### config.mk
export PLATFORM = sky130hd
export DESIGN_NAME = bcd_multiplier
export DESIGN_NICKNAME = d
export VERILOG_FILES = /design/src/rtl/bcd_multiplier.sv
export SDC_FILE = /design/constraint.sdc
export NUM_CORES = 1
export LEC_CHECK = 0
export CAP_MARGIN = 20
export CORE_MARGIN = 3
export CORE_UTILIZATION = 25
export DETAILED_ROUTE_END_ITERATION = 12
export GPL_TIMING_DRIVEN = 0
export PLACE_DENSITY = 0.41
export SLEW_MARGIN = 10
export SYNTH_ARGS = -nofsm -noshare
export SYNTH_HDL_FRONTEND = slang
export SYNTH_SLANG_ARGS = --single-unit
### constraint.sdc
create_clock -name clk -period 14.8 [get_ports clk]
set_clock_uncertainty 0.2 [all_clocks]
set_input_delay 2.96 -clock clk [delete_from_list [all_inputs] [get_ports clk]]
set_output_delay 2.96 -clock clk [all_outputs]
set_load 0.02 [all_outputs]
### src/rtl/bcd_multiplier.sv
// bcd_multiplier: iterative 4-digit packed-BCD multiplier, 8-digit packed-BCD product.
// Horner evaluation, most significant multiplier digit first: one decimal
// shift per digit, then one BCD add of the multiplicand per unit of that digit.
// Optional feature: define BCD_MULT_ZERO_SKIP_EN to finish on the capture edge
// when either operand is zero.
module bcd_multiplier (
  input  logic        clk,
  input  logic        rst,
  input  logic        start,
  input  logic [15:0] multiplicand,
  input  logic [15:0] multiplier,
  output logic [31:0] product,
  output logic        end_multiplication,
  output logic        busy
);

  localparam logic [1:0] IDLE  = 2'd0;
  localparam logic [1:0] SHIFT = 2'd1;
  localparam logic [1:0] ADD   = 2'd2;
  localparam logic [1:0] DONE  = 2'd3;

  logic [1:0]  state;
  logic [15:0] mcand;
  logic [15:0] mplr;
  logic [31:0] acc;
  logic [1:0]  idx;
  logic [3:0]  count;

  logic [3:0]  digit;
  logic [31:0] acc_shift;
  logic [31:0] acc_sum;

  // 8-digit BCD add with per-nibble +6 correction and rippling decimal carry
  function automatic logic [31:0] bcd_add(input logic [31:0] a, input logic [31:0] b);
    logic [31:0] s;
    logic        c;
    logic [4:0]  d;
    s = '0;
    c = 1'b0;
    for (int unsigned i = 0; i < 8; i++) begin
      d = {1'b0, a[4*i +: 4]} + {1'b0, b[4*i +: 4]} + {4'b0000, c};
      if (d > 5'd9) begin
        d = d + 5'd6;
        c = 1'b1;
      end else begin
        c = 1'b0;
      end
      s[4*i +: 4] = d[3:0];
    end
    return s;
  endfunction

  // Current multiplier digit, decimal shift and accumulate candidates
  always_comb begin
    digit     = mplr[{idx, 2'b00} +: 4];
    acc_shift = {acc[27:0], 4'h0};
    acc_sum   = bcd_add(acc, {16'h0000, mcand});
  end

  // Sequencer: operand capture, shift/add iteration and result latch
  always_ff @(posedge clk or posedge rst) begin
    if (rst) begin
      state   <= IDLE;
      mcand   <= '0;
      mplr    <= '0;
      acc     <= '0;
      idx     <= '0;
      count   <= '0;
      product <= '0;
    end else begin
      case (state)
        IDLE, DONE: begin
          if (start) begin
            mcand <= multiplicand;
            mplr  <= multiplier;
            acc   <= '0;
            idx   <= 2'd3;
`ifdef BCD_MULT_ZERO_SKIP_EN
            if (multiplicand == 16'h0000 || multiplier == 16'h0000) begin
              state   <= DONE;
              product <= '0;
            end else begin
              state <= SHIFT;
            end
`else
            state <= SHIFT;
`endif
          end
        end
        SHIFT: begin
          acc   <= acc_shift;
          count <= digit;
          if (digit != 4'd0) begin
            state <= ADD;
          end else if (idx == 2'd0) begin
            state   <= DONE;
            product <= acc_shift;
          end else begin
            idx <= idx - 2'd1;
          end
        end
        ADD: begin
          acc   <= acc_sum;
          count <= count - 4'd1;
          if (count == 4'd1) begin
            if (idx == 2'd0) begin
              state   <= DONE;
              product <= acc_sum;
            end else begin
              idx   <= idx - 2'd1;
              state <= SHIFT;
            end
          end
        end
        default: state <= IDLE;
      endcase
    end
  end

  // Status flags decoded straight from state so reset clears them at once
  always_comb begin
    busy               = (state == SHIFT) || (state == ADD);
    end_multiplication = (state == DONE);
  end

endmodule

==> flow_summary.yaml <==
finish:
  final_common_cell: "dfrtp_1"
  areaGrowthSynthToFinish_pct: 24.24
  final_net_count: 850
  num_antenna_cells: 0
  nFillCells: 2695
  multi_input_area_mm2: 0.003940
  drive_gt1_share_pct: 16.41
  regArea_mm2: 0.002603
  mostFrequentLayoutCells: "dfrtp_1, clkdlybuf4s50_1, nand2_1"
clocking:
  root_buffer: "clkbuf_16"
  numCtsBuffers: 9
  htreeDepth: 3
  cts_tree: "done"
  clk_path_buf_depth: 2
  clock-sinks: 104
  clock_latency_ns: 0.36
  clk_pin_slew_ns: 0.08
sta:
  period_share_pct: 94.48
  max_freq_ghz: 0.07152
  hold_viol: 0
  tightest_slew_ns: 1.042
  relSlewSlack_pct: 30.27
  finalSetupTns_ns: 0
  min_period_ns: 13.98
  slew_violations: 0
  setup_viol: 0
  fin_ws_ns: 0.8170
power:
  p_sw_uw: 1088
  seqPwrFrac_pct: 22.1
  p_leak_uw: 0.003569
  peakVddDrop_mv: 0.1023
  power.internal_uw: 1148
  powerDensity_mw_per_mm2: 267.8
  combPwrFrac_pct: 66.9
  clkPwrFrac_pct: 11.0
  fin_total_pwr_uw: 2236
  swShare_pct: 48.67
hold_path:
  hold_class: "reg -> reg"
  hold_start: "product[16]"
floorplan:
  dieHeight_um: 170.0
  dieArea_mm2: 0.02888
  die_w_um: 170.0
  start_util_pct: 25.64
  coreArea_mm2: 0.02621
  io_pins: 69
  rows: 59
synth:
  yosysSeqAreaShare_pct: 38.73
  syn-instance-count: 680
  ys_dominant_reg_cell: "dfrtp_1"
  synth-seq-cells: 104
  yosysUniqueCellTypes: 72
  ys_async_sr_fraction_pct: 100.0
  ys_warn_count: 0
  synth-edff-count: 0
  syn_nets: 761
  syn_area_mm2: 0.006720
  syn-mean-instance-area_um2: 9.883
global_routing:
  antenna_found_initial: 1
  grt_max_degree: 81
  grt_pass1_wl_um: 34150
  grt.overflow.total: 0
  grt_pass1_vias: 5906
  track_usage_pct: 15.18
route:
  routed-via-count: 5834
  viasPerCell: 5.261
  routed_wl_um: 22030
  drtIter0Drc: 392
  wl_per_cell_um: 19.86
  drc: 0
  firstDrtPassIters: 5
  detail-route-antenna-nets: 0
worst_setup_path:
  cp-start-kind: "flip-flop"
  critical_path_class: "reg -> reg"
  startpoint: "acc[0]"
  required_ns: 14.91
  path_max_fanout: 6
  end_kind: "flip-flop"
  worstReg2RegStart: "acc[0]"
  critical_path.max_stage_delay_ns: 0.48
  crit_slowest_cell: "fa_2"
  cp.arrival_ns: 14.09
run_status:
  status: "completed"
place:
  place_congestion: 0.7880
  dp_hpwl_um: 15580
  preCtsSetupSlack_ns: -0.8421
  port_buffers: 68
run:
  maxCapViolations: 0
power by group through the flow:
stage	Clock (µW)	Sequential, µW	Combinational [µW]
final	246	495	1490
after floorplan	0	511	957
after detailed placement	0	503	1400
after global routing	265	511	1650
after global placement	0	497	1380
after CTS	256	497	1430
cell usage after synthesis (all sizes together) (4+ instances only):
master / count / area share, %
nor2b: 6 / 0.56
nor3: 4 / 0.30
buf: 10 / 0.93
clkbuf: 28 / 1.6
or2: 4 / 0.37
nand2: 56 / 3.1
a21oi: 33 / 2.5
a222oi: 5 / 0.74
a21o: 14 / 1.6
a2111oi: 4 / 0.52
a211o: 7 / 0.91
o22ai: 6 / 0.56
a2bb2oi: 5 / 0.65
a22o: 6 / 0.78
mux2i: 10 / 1.5
o31ai: 11 / 1.7
mux2: 35 / 5.9
nand4: 8 / 0.74
nand3: 23 / 1.7
nor2: 32 / 1.9
mux4: 4 / 1.3
o21ai: 42 / 3.1
nand2b: 12 / 1.1
a41o: 5 / 0.74
a211oi: 7 / 0.78
fa: 7 / 2.1
a21bo: 4 / 0.60
and3: 10 / 0.93
a22oi: 25 / 2.8
ha: 39 / 7.3
inv: 40 / 2.2
and2: 5 / 0.47
dfrtp: 104 / 39
xnor2: 4 / 0.52
xor2: 5 / 0.65
cells by family after synthesis:
family          share of synthesized area, %
buf+inv                                4.729
simple gates                           14.11
compound gates                         23.22
mux                                    8.695
flops                                  38.73
xor+xnor                               1.173
fa+ha+maj                              9.346
metrics by stage:
stage          util (%)  area [µm²]  std cells  hold WS (ns)
2_1_floorplan         -        6720        680        0.2563
3_5_place_dp      29.96        7853       1084        0.2726
5_1_grt           31.86        8349       1109        0.3130
6_report          31.86        8349       1109        0.2816
3_3_place_gp      29.84        7820       1083        0.2657
4_1_cts           31.20        8175       1100        0.2905
metal layers:
metal | share of wire (%) | vias to the layer above | GRT usage (%)
met5 | 0 | - | 0
met4 | 1.5 | 0 | 3.492
met3 | 4.4 | 19 | 2.346
met2 | 48 | 174 | 24.90
met1 | 47 | 2919 | 21.17
li1 | - | 2722 | -
critical path, delay by kind of cell, from the launching register on:
family | cells | cell delay (ns)
xor+xnor | 4 | 0.71
buf+inv | 9 | 0.86
compound gates | 13 | 2.93
simple gates | 15 | 2.44
fa+ha+maj | 23 | 6.31
flops | 1 | 0.41
repair_timing:
item	4_1_cts	5_1_grt
pin swaps	0	6
resized for setup	9	24
setup endpoints to repair	6	8
cloned	0	0
setup buffers	0	9
hold buffers	0	0
area by class of cell:
class | count | share of cell area, %
inverters | 40 | 1.858
clock inverters | 7 | 0.7643
plain buffers | 38 | 2.008
clock buffers | 9 | 2.697
repair buffers | 78 | 9.291
flip-flops and latches | 104 | 31.17
multi-input cells | 498 | 47.19
well taps | 335 | 5.020
final timing paths:
path / to / slack, ns / depth (start not counted)
worst max-delay path: product[30] / 0.82 / 64
worst min-delay path: product[16] / 0.28 / 2
worst max register to register: product[30] / 0.82 / 64
worst min register to register: product[16] / 0.28 / 2
max in group asynchronous: mcand[13] / 10.95 / 3
min in group asynchronous: acc[27] / 2.73 / 2
state kept, by name, summed over array words and instances (netlist names):
signal / cells
idx: 2
mcand: 16
mplr: 16
acc: 32
product: 32
state: 2
count: 4
Power figures use the tool's default switching activity.
